**config.mk**
```make
export PLATFORM = sky130hd
export DESIGN_NAME = pipe_stage_buf
export DESIGN_NICKNAME = d
export VERILOG_FILES = /design/src/rtl/pipe_stage_buf.sv
export SDC_FILE = /design/constraint.sdc
export NUM_CORES = 1
export LEC_CHECK = 0
export ABC_AREA = 1
export CAP_MARGIN = 20
export CORE_AREA = 2 2 161 163
export DETAILED_ROUTE_END_ITERATION = 12
export DIE_AREA = 0 0 163 165
export HOLD_SLACK_MARGIN = 0.06
export MAX_ROUTING_LAYER = met4
export PLACE_DENSITY_LB_ADDON = 0.08
export SLEW_MARGIN = 20
export SYNTH_ARGS = -nofsm -noshare
export SYNTH_HDL_FRONTEND = slang
export SYNTH_SLANG_ARGS = --single-unit
```
**constraint.sdc**
```tcl
create_clock -name clk -period 2 [get_ports clk]
set_input_delay 0.2 -clock clk [delete_from_list [all_inputs] [get_ports clk]]
set_output_delay 0.2 -clock clk [all_outputs]
set_load 0.02 [all_outputs]
```
**src/rtl/pipe_stage_buf.sv**
```systemverilog
// Inter-stage pipeline register with a 2-entry skid buffer and synchronous flush.
// Upstream ready comes straight from the skid valid flop, so stalls never ripple combinationally.
module pipe_stage_buf #(
  parameter int unsigned DATA_W = 96,
  parameter int unsigned CTRL_W = 16,
  parameter logic [CTRL_W-1:0] BUBBLE_CTRL = 16'h0001
) (
  input  logic              clk,
  input  logic              reset,
  input  logic              flush,
  input  logic              in_valid,
  output logic              in_ready,
  input  logic [DATA_W-1:0] in_data,
  input  logic [CTRL_W-1:0] in_ctrl,
  output logic              out_valid,
  input  logic              out_ready,
  output logic [DATA_W-1:0] out_data,
  output logic [CTRL_W-1:0] out_ctrl,
  output logic [1:0]        occupancy
);

  logic              m_valid, s_valid;
  logic [DATA_W-1:0] m_data, s_data;
  logic [CTRL_W-1:0] m_ctrl, s_ctrl;

  logic              m_valid_nx, s_valid_nx;
  logic [DATA_W-1:0] m_data_nx, s_data_nx;
  logic [CTRL_W-1:0] m_ctrl_nx, s_ctrl_nx;

  logic in_fire, out_fire;

  assign in_ready  = ~s_valid;
  assign out_valid = m_valid;
  assign out_data  = m_data;
  assign out_ctrl  = m_ctrl;
  assign occupancy = {1'b0, m_valid} + {1'b0, s_valid};

  assign in_fire  = in_valid & in_ready;
  assign out_fire = m_valid & out_ready;

  always_comb begin
    m_valid_nx = m_valid;
    m_data_nx  = m_data;
    m_ctrl_nx  = m_ctrl;
    s_valid_nx = s_valid;
    s_data_nx  = s_data;
    s_ctrl_nx  = s_ctrl;

    if (flush) begin
      m_valid_nx = 1'b0;
      m_data_nx  = '0;
      m_ctrl_nx  = BUBBLE_CTRL;
      s_valid_nx = 1'b0;
      s_data_nx  = '0;
      s_ctrl_nx  = '0;
    end else if (s_valid) begin
      // Skid full implies in_ready=0, so only the skid can advance into main.
      if (out_fire) begin
        m_data_nx  = s_data;
        m_ctrl_nx  = s_ctrl;
        s_valid_nx = 1'b0;
        s_data_nx  = '0;
        s_ctrl_nx  = '0;
      end
    end else if (m_valid) begin
      if (out_fire) begin
        if (in_fire) begin
          m_data_nx = in_data;
          m_ctrl_nx = in_ctrl;
        end else begin
          m_valid_nx = 1'b0;
          m_data_nx  = '0;
          m_ctrl_nx  = BUBBLE_CTRL;
        end
      end else if (in_fire) begin
        s_valid_nx = 1'b1;
        s_data_nx  = in_data;
        s_ctrl_nx  = in_ctrl;
      end
    end else if (in_fire) begin
      m_valid_nx = 1'b1;
      m_data_nx  = in_data;
      m_ctrl_nx  = in_ctrl;
    end
  end

  always_ff @(posedge clk or negedge reset) begin
    if (!reset) begin
      m_valid <= 1'b0;
      m_data  <= '0;
      m_ctrl  <= BUBBLE_CTRL;
      s_valid <= 1'b0;
      s_data  <= '0;
      s_ctrl  <= '0;
    end else begin
      m_valid <= m_valid_nx;
      m_data  <= m_data_nx;
      m_ctrl  <= m_ctrl_nx;
      s_valid <= s_valid_nx;
      s_data  <= s_data_nx;
      s_ctrl  <= s_ctrl_nx;
    end
  end

endmodule

```
# Yosys cells after proc, flatten, opt, wreduce, memory -nomap -nowiden
# Cells that the tools add are included.
[classes]
bitwise_logic = 3
addsub = 1
n_eq_ne = 4
mux = 34
n_reduce_logical = 5
[ops]
columns = ["cell", "n"]
rows = [
  ["2-to-1 mux 96 bit", 12],
  ["2-to-1 mux 16 bit", 12],
  ["2-to-1 mux 1 bit", 10],
  ["inequality test 3 x 2 -> 1 bit, second input constant", 2],
  ["nonzero test 3 bit", 2],
  ["AND reduction 4 bit", 1],
  ["nonzero test 4 bit", 1],
  ["inequality test 3 bit, second input constant", 1],
  ["AND reduction 3 bit", 1],
  ["adder 1 x 1 -> 2 bit", 1],
  ["bitwise AND 1 bit", 2],
  ["inequality test 2 bit, second input constant", 1],
  ["NOT 1 bit", 1],
]
[word_totals]
register_bits = 226
elab_cells = 53

# Logic depth before layout (Yosys ltp)
# Gate-level depths: netlist of the first run.
[logic_depth]
depth_word = 7
mapped_depth = 9
ltp_nobuf = 7

# Worst setup path before layout of the first run
# No wires, ideal clock.
[synth_path]
kind = "register -> register"
from = "register m_valid (netlist: out_valid)"
to = "register m_ctrl[10] (netlist: out_ctrl[10])"
period_less_slack_ns = 1.488
stages_incl_launch_ff = 8
setup_slack_ns = 0.512
arrival_time_ns = 1.371
setup_time_ns = 0.116
n_path_buf = 2
path_cell_list = "dfrtp_1 -> nand2_1 -> nand3_4 -> nand3_1 -> buf_2 -> buf_4 -> nand2_1 -> nand2_1"
[synth_between]
elab_chain_len = 3
[synth_lines]
columns = ["element", "line_no", "text"]
rows = [
  ["start: declaration", "22", "logic m_valid, s_valid;"],
  ["start signal: assignment", "96", "m_valid <= m_valid_nx;"],
  ["bitwise AND 1 bit / 2-to-1 mux 16 bit (equally long branches)", "39, 65", ""],
  ["inequality test 3 x 2 -> 1 bit (no line) / 2-to-1 mux 16 bit (equally long branches)", "--", ""],
  ["AND reduction 3 bit (no line) / 2-to-1 mux 16 bit (equally long branches)", "--", ""],
  ["end signal: assignment", "98", "m_ctrl <= m_ctrl_nx;"],
  ["end: declaration", "24", "logic [CTRL_W-1:0] m_ctrl, s_ctrl;"],
]
# Several ways; a longest one is shown, not always the timed one.
# A chain may end at the register's enable or synchronous reset.

# Worst setup path in the final report of the first run
[layout_path]
from = "register m_valid (netlist: out_valid)"
to = "output occupancy[1]"
[layout_between]
elab_chain_len = 1
[layout_lines]
columns = ["element", "line_no", "text"]
rows = [
  ["adder 1 x 1 -> 2 bit", "36", "assign occupancy = {1'b0, m_valid} + {1'b0, s_valid};"],
  ["end: declaration", "19", "output logic [1:0] occupancy"],
]
# No other way between the ends.

==> results.json, run 1 <==
{
  "diodes": 0,
  "synthSimpleGateAreaFrac_pct": 44.0,
  "syn_area_um2": 11400,
  "avgSynthCellArea_um2": 7.07,
  "maxCapViolCount": 0,
  "fin_crit_ns": 1.96,
  "htreeDepth": 1,
  "cts_tree": "built",
  "p_leak_nw": 8.05,
  "vdd_drop_max_mv": 0.464,
  "fp-row-count": 58,
  "vias_per_cell": 5.15,
  "ys_types": 19,
  "clockBufferDepth": 3,
  "die_h_um": 165,
  "route.detailed.drc": 0,
  "cp_slowest_cell": "clkdlybuf4s50_1",
  "ys.warnings.count": 0,
  "max_stage_delay_ns": 0.60,
  "synth_top_area_share_pct": 49.5,
  "cp-end-kind": "output pin",
  "required_ns": 1.80,
  "grt.total_usage_pct": 26.1,
  "drive_above_1_share_pct": 5.05,
  "r2r_setup_slack_ns": 0.25,
  "gp_congestion": 0.805,
  "detail-route-antenna-nets": 0,
  "min_path_type": "primary input to flop",
  "start_util_pct": 45.4,
  "drt-initial-drc-count": 883,
  "place_ws_ns": 0.128,
  "relSlewSlack_pct": 52.3,
  "totalWireLength_um": 33900,
  "status": "finished clean",
  "final_hold_viol_count": 0,
  "die-area_um2": 26900,
  "drt_pass1_iterations": 7,
  "holdWs_ns": 0.172,
  "grt_pass1_vias": 10800,
  "critPathTopFamily": "buffers and inverters",
  "grt_max_degree": 63,
  "critPathLaunchType": "flop",
  "rsz0062_at_grt": "no",
  "dp_hpwl_um": 20300,
  "ios": 233,
  "core_um2": 25000,
  "cts_sinks": 226,
  "yosysTopAreaCell": "dfrtp_1",
  "cellPowerDensity_nw_per_um2": 854,
  "final_cells": 2132,
  "syn2layout_area_growth_pct": 30.5,
  "setup_viol": 0,
  "cp.buffers_inverters": 1,
  "ys_seq_area_share_pct": 49.8,
  "drv_slew": 0,
  "die_w_um": 163,
  "yosys-mux-area-fraction_pct": 0,
  "fin_crit_sh_pct": 97.8,
  "fmax_mhz": 511,
  "synth_nets": 1725,
  "fin_skew_ns": 0.0189,
  "antenna_found_initial": 0,
  "cts_buffers": 25,
  "path_max_fanout": 8,
  "clk-insertion-delay-late_ns": 0.53,
  "worstPathCellList": "ha_1 -> clkdlybuf4s50_1",
  "synth-seq-cells": 226,
  "synth_top_family_by_area": "simple AND/OR/NAND/NOR gates",
  "cp.arrival_ns": 1.76,
  "grt_pass1_wl_um": 55200,
  "num_vias": 11000,
  "fin_nets": 1901,
  "synthTopCellsByArea": "dfrtp_1 (50%), nand2_1 (33%), nand4_1 (6.2%)",
  "fin_ws_ns": 0.0437,
  "syn_inst": 1607,
  "cts_root_buf": "clkbuf_16",
  "synth-adder-area-share_pct": 0.110,
  "total_power_w": 0.0127,
  "dp.cells": 2082,
  "port_buffers": 232,
  "synth_compound_area_share_pct": 0.132,
  "grt-ovfl-total": 0,
  "critPathKind": "flop to output pin",
  "yosys.area_share.xor_xnor_pct": 0,
  "setup_tns_ns": 0,
  "path_clk_slew_ns": 0.06,
  "worst_slew_pin_slew_ns": 0.715,
  "wl_per_cell_um": 15.9
}
[synth_stat cells]
library cell / count
dfstp_2: 1
o21ai_0: 3
buf_1: 9
nand2_2: 2
nand3_1: 3
inv_1: 6
nand2_1: 1012
ha_1: 1
nand4_1: 112
nor2_2: 3
nor2_1: 113
dfrtp_1: 225
nor3_1: 1
inv_2: 2
nand3_2: 1
nand3_4: 1
buf_4: 34
clkbuf_1: 23
buf_2: 55
[worst paths after layout]
kind	startpoint	endpoint	cells after the start
setup / recovery	out_valid	occupancy[1]	2
hold / removal	flush	s_data[54]	4
setup reg to reg	s_valid	s_data[77]	6
hold reg to reg	out_data[23]	out_data[23]	2
max in group asynchronous	reset	s_data[46]	3
min in group asynchronous	reset	out_data[92]	2
[placed cells by master (no fill, tap or decap), types with 2 or more instances in the layout]
cell type           n
nor2_1            113
nand4_1           112
dfrtp_2             2
buf_12             18
nand2_4             3
clkinv_2            5
bufinv_16           2
nand2_1          1011
nand3_4             3
clkbuf_16          25
dfrtp_1           223
o21ai_0             3
inv_1               6
nand3_1             2
clkdlybuf4s50_1   228
dlygate4sd2_1       2
nor2_4              2
clkbuf_8            5
clkbuf_1            8
buf_4              20
[where the power goes]
| part | total [W] | leakage (nW) | switching (W) | internal [W] |
|---|---|---|---|---|
| Clock | 0.00462 | 0.402 | 0.00187 | 0.00275 |
| Sequential | 0.00542 | 2.96 | 0.000312 | 0.00511 |
| Combinational | 0.00264 | 4.70 | 0.00156 | 0.00108 |
[metrics by stage]
step	utilization, %	area [um^2]
after floorplan	-	11400
after global placement	55.9	14000
after detailed placement	55.9	14000
after CTS	59.2	14800
after global routing	59.3	14800
final	59.3	14800
[sequential cells by signal (all words and copies together) (netlist names)]
signal	flops
s_valid	1
out_valid	1
out_data	96
out_ctrl	16
s_ctrl	16
s_data	96
[cell type report]
class,count,area (um^2)
Sequential cell,226,5660
Timing Repair Buffer,270,2840
Clock buffer,38,724
Tap cell,330,413
Clock inverter,8,96.3
Fill cell,2359,10200
Multi-Input combinational cell,1252,5080
Inverter,8,31.3
[per-layer routing]
metal  track usage [%]  wire, um
met5                 -         0
met4              7.24       813
met3              3.42      1770
met2              42.2     15700
met1              34.7     15500
[cells by family after synthesis]
group,count (synthesis)
flops,226
fa+ha+maj,1
buf+inv,129
simple gates,1248
compound gates,3
[worst min-delay path, cell delays in order]
cell	delay [ns]
buf_4	0.24
nor2_1	0.10
nand4_1	0.07
nand2_1	0.05
[repair_timing]
action                                  4_1_cts  5_1_grt
gates resized for setup                       4        0
endpoints found under the setup margin        3        1
setup buffers                                 0        3
hold buffers                                  1        0
hold endpoints to repair                     95        0
Note: power is estimated with default switching activity, not from simulation.
==> run 2: changes to the inputs <==
Clock period 2 ns to 2.2 ns, I/O delays scaled along.
==> results.json, run 2 (synthesis gave the netlist of run 1 again) <==
{
  "min-delay-start": "flush",
  "die-area_um2": 26900,
  "wl_per_cell_um": 15.7,
  "final_hold_viol_count": 0,
  "critPathKind": "flop to output pin",
  "cp.buffers_inverters": 2,
  "antenna_found_initial": 0,
  "critPathLaunchType": "flop",
  "drv_slew": 0,
  "vias_per_cell": 5.12,
  "r2r_setup_slack_ns": 0.39,
  "reg2reg_to": "out_ctrl[14]",
  "ios": 233,
  "worstSetupPathDepth": 2,
  "grt.total_usage_pct": 25.8,
  "syn2layout_area_growth_pct": 29.4,
  "r2r_start": "s_valid",
  "num_vias": 10900,
  "gp_congestion": 0.830,
  "cellPowerDensity_nw_per_um2": 777,
  "fin_util_pct": 58.7,
  "switching_share_pct": 29.4,
  "dp_hpwl_um": 20000,
  "vdd_drop_max_mv": 0.479,
  "rsz0062_at_grt": "no",
  "path_max_fanout": 15,
  "port_buffers": 232,
  "worstPathCellList": "clkinv_2 -> clkdlybuf4s50_1",
  "fp-row-count": 58,
  "fin_crit_sh_pct": 95.3,
  "core_um2": 25000,
  "critPathTopFamily": "buffers and inverters",
  "path_clk_slew_ns": 0.06,
  "cts_root_buf": "clkbuf_16",
  "min_path_type": "primary input to flop",
  "drt_pass1_iterations": 5,
  "grt-ovfl-total": 0,
  "nFillCells": 2369,
  "grt_pass1_wl_um": 54800,
  "start_util_pct": 45.4,
  "fin_skew_ns": 0.0111,
  "grt_max_degree": 91,
  "diodes": 0,
  "grt_pass1_vias": 10600,
  "worst_slew_pin_slew_ns": 0.516,
  "required_ns": 1.98,
  "cts_buffers": 25,
  "fin_nets": 1897,
  "dp.cells": 2081,
  "power.switching_w": 0.00336,
  "detail-route-antenna-nets": 0,
  "htreeDepth": 1,
  "multi_input_area_um2": 5080,
  "regArea_um2": 5660,
  "p_leak_nw": 8.00,
  "cts_tree": "built",
  "r2r_cells": 8,
  "setup_viol": 0,
  "p_clk_share_pct": 36.2,
  "relSlewSlack_pct": 65.6,
  "cp-end-kind": "output pin",
  "clk-insertion-delay-late_ns": 0.52,
  "cp_slowest_cell": "clkdlybuf4s50_1",
  "max_stage_delay_ns": 0.64,
  "die_w_um": 163,
  "holdPathEnd": "s_ctrl[0]",
  "cts_sinks": 226,
  "final_cell_mix": "nand2_1 (1,011), clkdlybuf4s50_1 (229), dfrtp_1 (225), nor2_1 (113), nand4_1 (112)",
  "fin_crit_ns": 2.10,
  "fmax_mhz": 477,
  "die_h_um": 165,
  "status": "finished clean",
  "seqPwrFrac_pct": 43.0,
  "final_common_cell": "nand2_1",
  "internal-power_w": 0.00807,
  "route.detailed.drc": 0,
  "postCtsSetupRepairBufs": 0,
  "totalWireLength_um": 33400,
  "setup_tns_ns": 0,
  "cp.arrival_ns": 1.88,
  "pwr-share-comb_pct": 20.8,
  "final_cells": 2126,
  "maxCapViolCount": 0,
  "drt-initial-drc-count": 788,
  "drive_above_1_share_pct": 4.73,
  "hold_depth": 4,
  "clockBufferDepth": 3
}
## run 2: cell types whose count changed in the layout (fill, tap and decap cells not counted), sizes merged
cell | before | now
buf | 39 | 35
bufinv | 2 | 1
clkbuf | 38 | 39
clkdlybuf4s50 | 228 | 229
clkinvlp | 1 | 0
dlygate4sd2 | 2 | 1
inv | 8 | 7
## run 2: worst max path at each step
stage / startpoint / endpoint / slack [ns]
3_3_place_gp: out_ready / s_data[68] / 0.33
4_1_cts: s_valid / in_ready / 0.08
5_1_grt: s_valid / in_ready / 0.02
3_5_place_dp: out_ready / s_data[92] / 0.30
2_1_floorplan: out_valid / out_ctrl[10] / 0.71
6_report: s_valid / in_ready / 0.10
## run 2: area by class of cell
cell class                      count  share of cell area, %
Clock buffer                       39                   5.16
Clock inverter                      5                  0.340
Multi-Input combinational cell   1252                   34.5
Inverter                            8                  0.213
Sequential cell                   226                   38.5
Tap cell                          330                   2.81
Timing Repair Buffer              266                   18.5
## run 2: layer usage
layer | track usage, % | vias up | routed length (um)
li1 | - | 5320 | -
met1 | 35.1 | 5140 | 15100
met2 | 40.8 | 369 | 15400
met3 | 3.57 | 59 | 2040
met4 | 7.12 | 0 | 793
met5 | - | - | 0
## run 2: stage by stage
step	total power (W)	hold slack, ns	worst slack, ns	instance area, um^2
3_3_place_gp	0.00734	0.267	0.335	13900
6_report	0.0114	0.239	0.103	14700
5_1_grt	0.0120	0.304	0.0162	14700
4_1_cts	0.0115	0.232	0.0785	14700
3_5_place_dp	0.00737	0.258	0.297	13900
2_1_floorplan	0.00625	-0.0756	0.712	11400
## run 2: repair_timing
| item | 4_1_cts | 5_1_grt |
|---|---|---|
| endpoints found under the hold margin | 225 | 0 |
| resized for setup | 1 | 0 |
| endpoints found under the setup margin | 1 | 0 |
| hold buffers | 1 | 0 |
## run 2: worst register-to-register path, stage by stage, from the launching register on
cell	delay, ns
dfrtp_1	0.42
clkinv_2	0.25
buf_4	0.41
nand2_1	0.21
nor2_1	0.18
nand2_1	0.07
nand2_1	0.07
nand2_1	0.06
nand2_1	0.07
## run 2: power by group through the flow
stage,registers (W),logic [W],clock network (W)
finish,0.00492,0.00238,0.00413
global route,0.00498,0.00263,0.00440
CTS,0.00492,0.00240,0.00422
detailed placement,0.00498,0.00239,0
global placement,0.00498,0.00237,0
floorplan,0.00520,0.00105,0
==> run 3: changes to the inputs <==
Settings changed: DONT_BUFFER_PORTS from default to 1.
==> results.json, run 3 (synthesis gave the netlist of run 1 again) <==
{
  "port_buffers": 0,
  "diodes": 0,
  "fin_nets": 1776,
  "cts_tree": "built",
  "fmax_mhz": 481,
  "p_leak_nw": 7.68,
  "cp.arrival_ns": 2.56,
  "cp_slowest_cell": "dlygate4sd3_1",
  "start_util_pct": 45.4,
  "min_path_type": "primary input to asynchronous set/reset pin",
  "cellPowerDensity_nw_per_um2": 835,
  "num_vias": 10500,
  "grt.total_usage_pct": 25.9,
  "final_hold_viol_count": 226,
  "status": "complete, but fails checks",
  "fin_crit_sh_pct": 94.5,
  "cts_sinks": 226,
  "use_met2_pct": 41.6,
  "grt_busiest_layer": "met2",
  "clk-insertion-delay-late_ns": 0.54,
  "hold_buffers": 118,
  "die-area_um2": 26900,
  "required_ns": 2.68,
  "worstPathCellList": "inv_1 -> o21ai_0 -> dlygate4sd3_1 -> nand2_1 -> dlygate4sd3_1 -> nand2_1",
  "grt-ovfl-total": 0,
  "final_common_cell": "nand2_1",
  "ios": 233,
  "nFillCells": 2403,
  "drt_pass1_iterations": 7,
  "worst_slew_pin_slew_ns": 0.766,
  "seqPwrFrac_pct": 45.8,
  "use_met1_pct": 33.7,
  "htreeDepth": 1,
  "cts_buffers": 26,
  "die_w_um": 163,
  "multi_input_area_um2": 5080,
  "internal-power_w": 0.00810,
  "reg2reg_to": "out_valid",
  "p_clk_share_pct": 40.8,
  "setup_viol": 0,
  "core_um2": 25000,
  "max_stage_delay_ns": 0.59,
  "maxCapViolCount": 0,
  "r2r_start": "out_valid",
  "grt_pass1_wl_um": 55300,
  "vdd_drop_max_mv": 0.569,
  "detail-route-antenna-nets": 0,
  "totalWireLength_um": 33700,
  "drt-initial-drc-count": 894,
  "drv_slew": 0,
  "regArea_um2": 5660,
  "path_max_fanout": 8,
  "die_h_um": 165,
  "violations": "hold timing",
  "clockBufferDepth": 3,
  "grt_max_degree": 227,
  "use_met3_pct": 4.65,
  "critPathLaunchType": "flop",
  "syn2layout_area_growth_pct": 20.3,
  "antenna_found_initial": 0,
  "path_clk_slew_ns": 0.06,
  "r2r_setup_slack_ns": 0.12,
  "drive_above_1_share_pct": 4.95,
  "critPathKind": "flop to flop",
  "gp_congestion": 0.766,
  "fp-row-count": 58,
  "holdWs_ns": -0.609,
  "cts_root_buf": "clkbuf_16",
  "r2r_cells": 6,
  "setup_tns_ns": 0,
  "rsz0062_at_grt": "no",
  "power.switching_w": 0.00331,
  "switching_share_pct": 29.0,
  "wl_per_cell_um": 16.8,
  "route.detailed.drc": 0,
  "final_cell_mix": "nand2_1 (1,011), dfrtp_1 (224), dlygate4sd3_1 (117), nor2_1 (113), nand4_1 (112)",
  "relSlewSlack_pct": 49.0,
  "pwr-share-comb_pct": 13.3,
  "cp-end-kind": "flop",
  "fin_skew_ns": 0.0236,
  "vias_per_cell": 5.23,
  "dp_hpwl_um": 18100,
  "grt_pass1_vias": 10600,
  "fin_crit_ns": 2.08
}
==> run 3: cell types whose count changed in the layout (fill, tap and decap cells not counted), moves of 2 or more <==
cell / before / now
dlygate4sd3_1: 1 / 117
buf_12: 11 / 13
buf_4: 23 / 13
bufinv_16: 1 / 3
clkinv_2: 5 / 3
clkbuf_16: 25 / 27
clkdlybuf4s50_1: 229 / 0
==> run 3: metal layers <==
layer	vias up	part of all wire (%)
met2	350	46
met5	-	0
met3	60	6.8
met1	4996	44
li1	5089	-
met4	0	2.7
==> run 3: how the worst max path moves through the flow <==
stage / to / slack (ns) / startpoint / depth (start not counted)
6_report: out_valid / 0.12 / out_valid / 6
5_1_grt: out_valid / 0.01 / out_valid / 6
4_1_cts: out_data[34] / 0.07 / s_valid / 8
3_5_place_dp: out_data[74] / 0.36 / s_valid / 8
3_3_place_gp: out_data[72] / 0.40 / s_valid / 8
2_1_floorplan: out_ctrl[10] / 0.71 / out_valid / 7
==> run 3: stage by stage <==
stage | instances | total power [W] | worst slack (ns) | util (%) | instance area (um^2)
3_3_place_gp | 1842 | 0.00659 | 0.402 | 46.1 | 11500
4_1_cts | 2008 | 0.0115 | 0.0733 | 54.6 | 13700
5_1_grt | 2008 | 0.0120 | 0.0145 | 54.6 | 13700
6_report | 2008 | 0.0114 | 0.121 | 54.6 | 13700
3_5_place_dp | 1842 | 0.00661 | 0.357 | 46.1 | 11500
2_1_floorplan | 1607 | 0.00625 | 0.712 | - | 11400
==> run 3: what timing repair did <==
action	in CTS	in global routing
gates resized for setup	0	2
endpoints found under the setup margin	0	18
hold endpoints to repair	452	226
buffers inserted	0	0
==> run 3: power by group through the flow <==
stage                     clock network (W)  logic (W)  registers, W
after global placement                    0    0.00129       0.00529
after detailed placement                  0    0.00132       0.00530
after global routing                0.00493    0.00174       0.00529
final                               0.00466    0.00152       0.00523
after CTS                           0.00475    0.00153       0.00523
after floorplan                           0    0.00105       0.00520
==> run 3: layout make-up <==
cell class / count / area share [%]
Clock buffer: 41 / 5.99
Clock inverter: 7 / 0.824
Inverter: 8 / 0.256
Multi-Input combinational cell: 1252 / 37.1
Sequential cell: 226 / 41.4
Tap cell: 330 / 3.02
Timing Repair Buffer: 144 / 11.4
==> run 3: critical path, delay by kind of cell (launching register included) <==
family | cells | cell delay, ns
simple gates | 2 | 0.11
flops | 1 | 0.45
buf+inv | 3 | 1.27
compound gates | 1 | 0.19
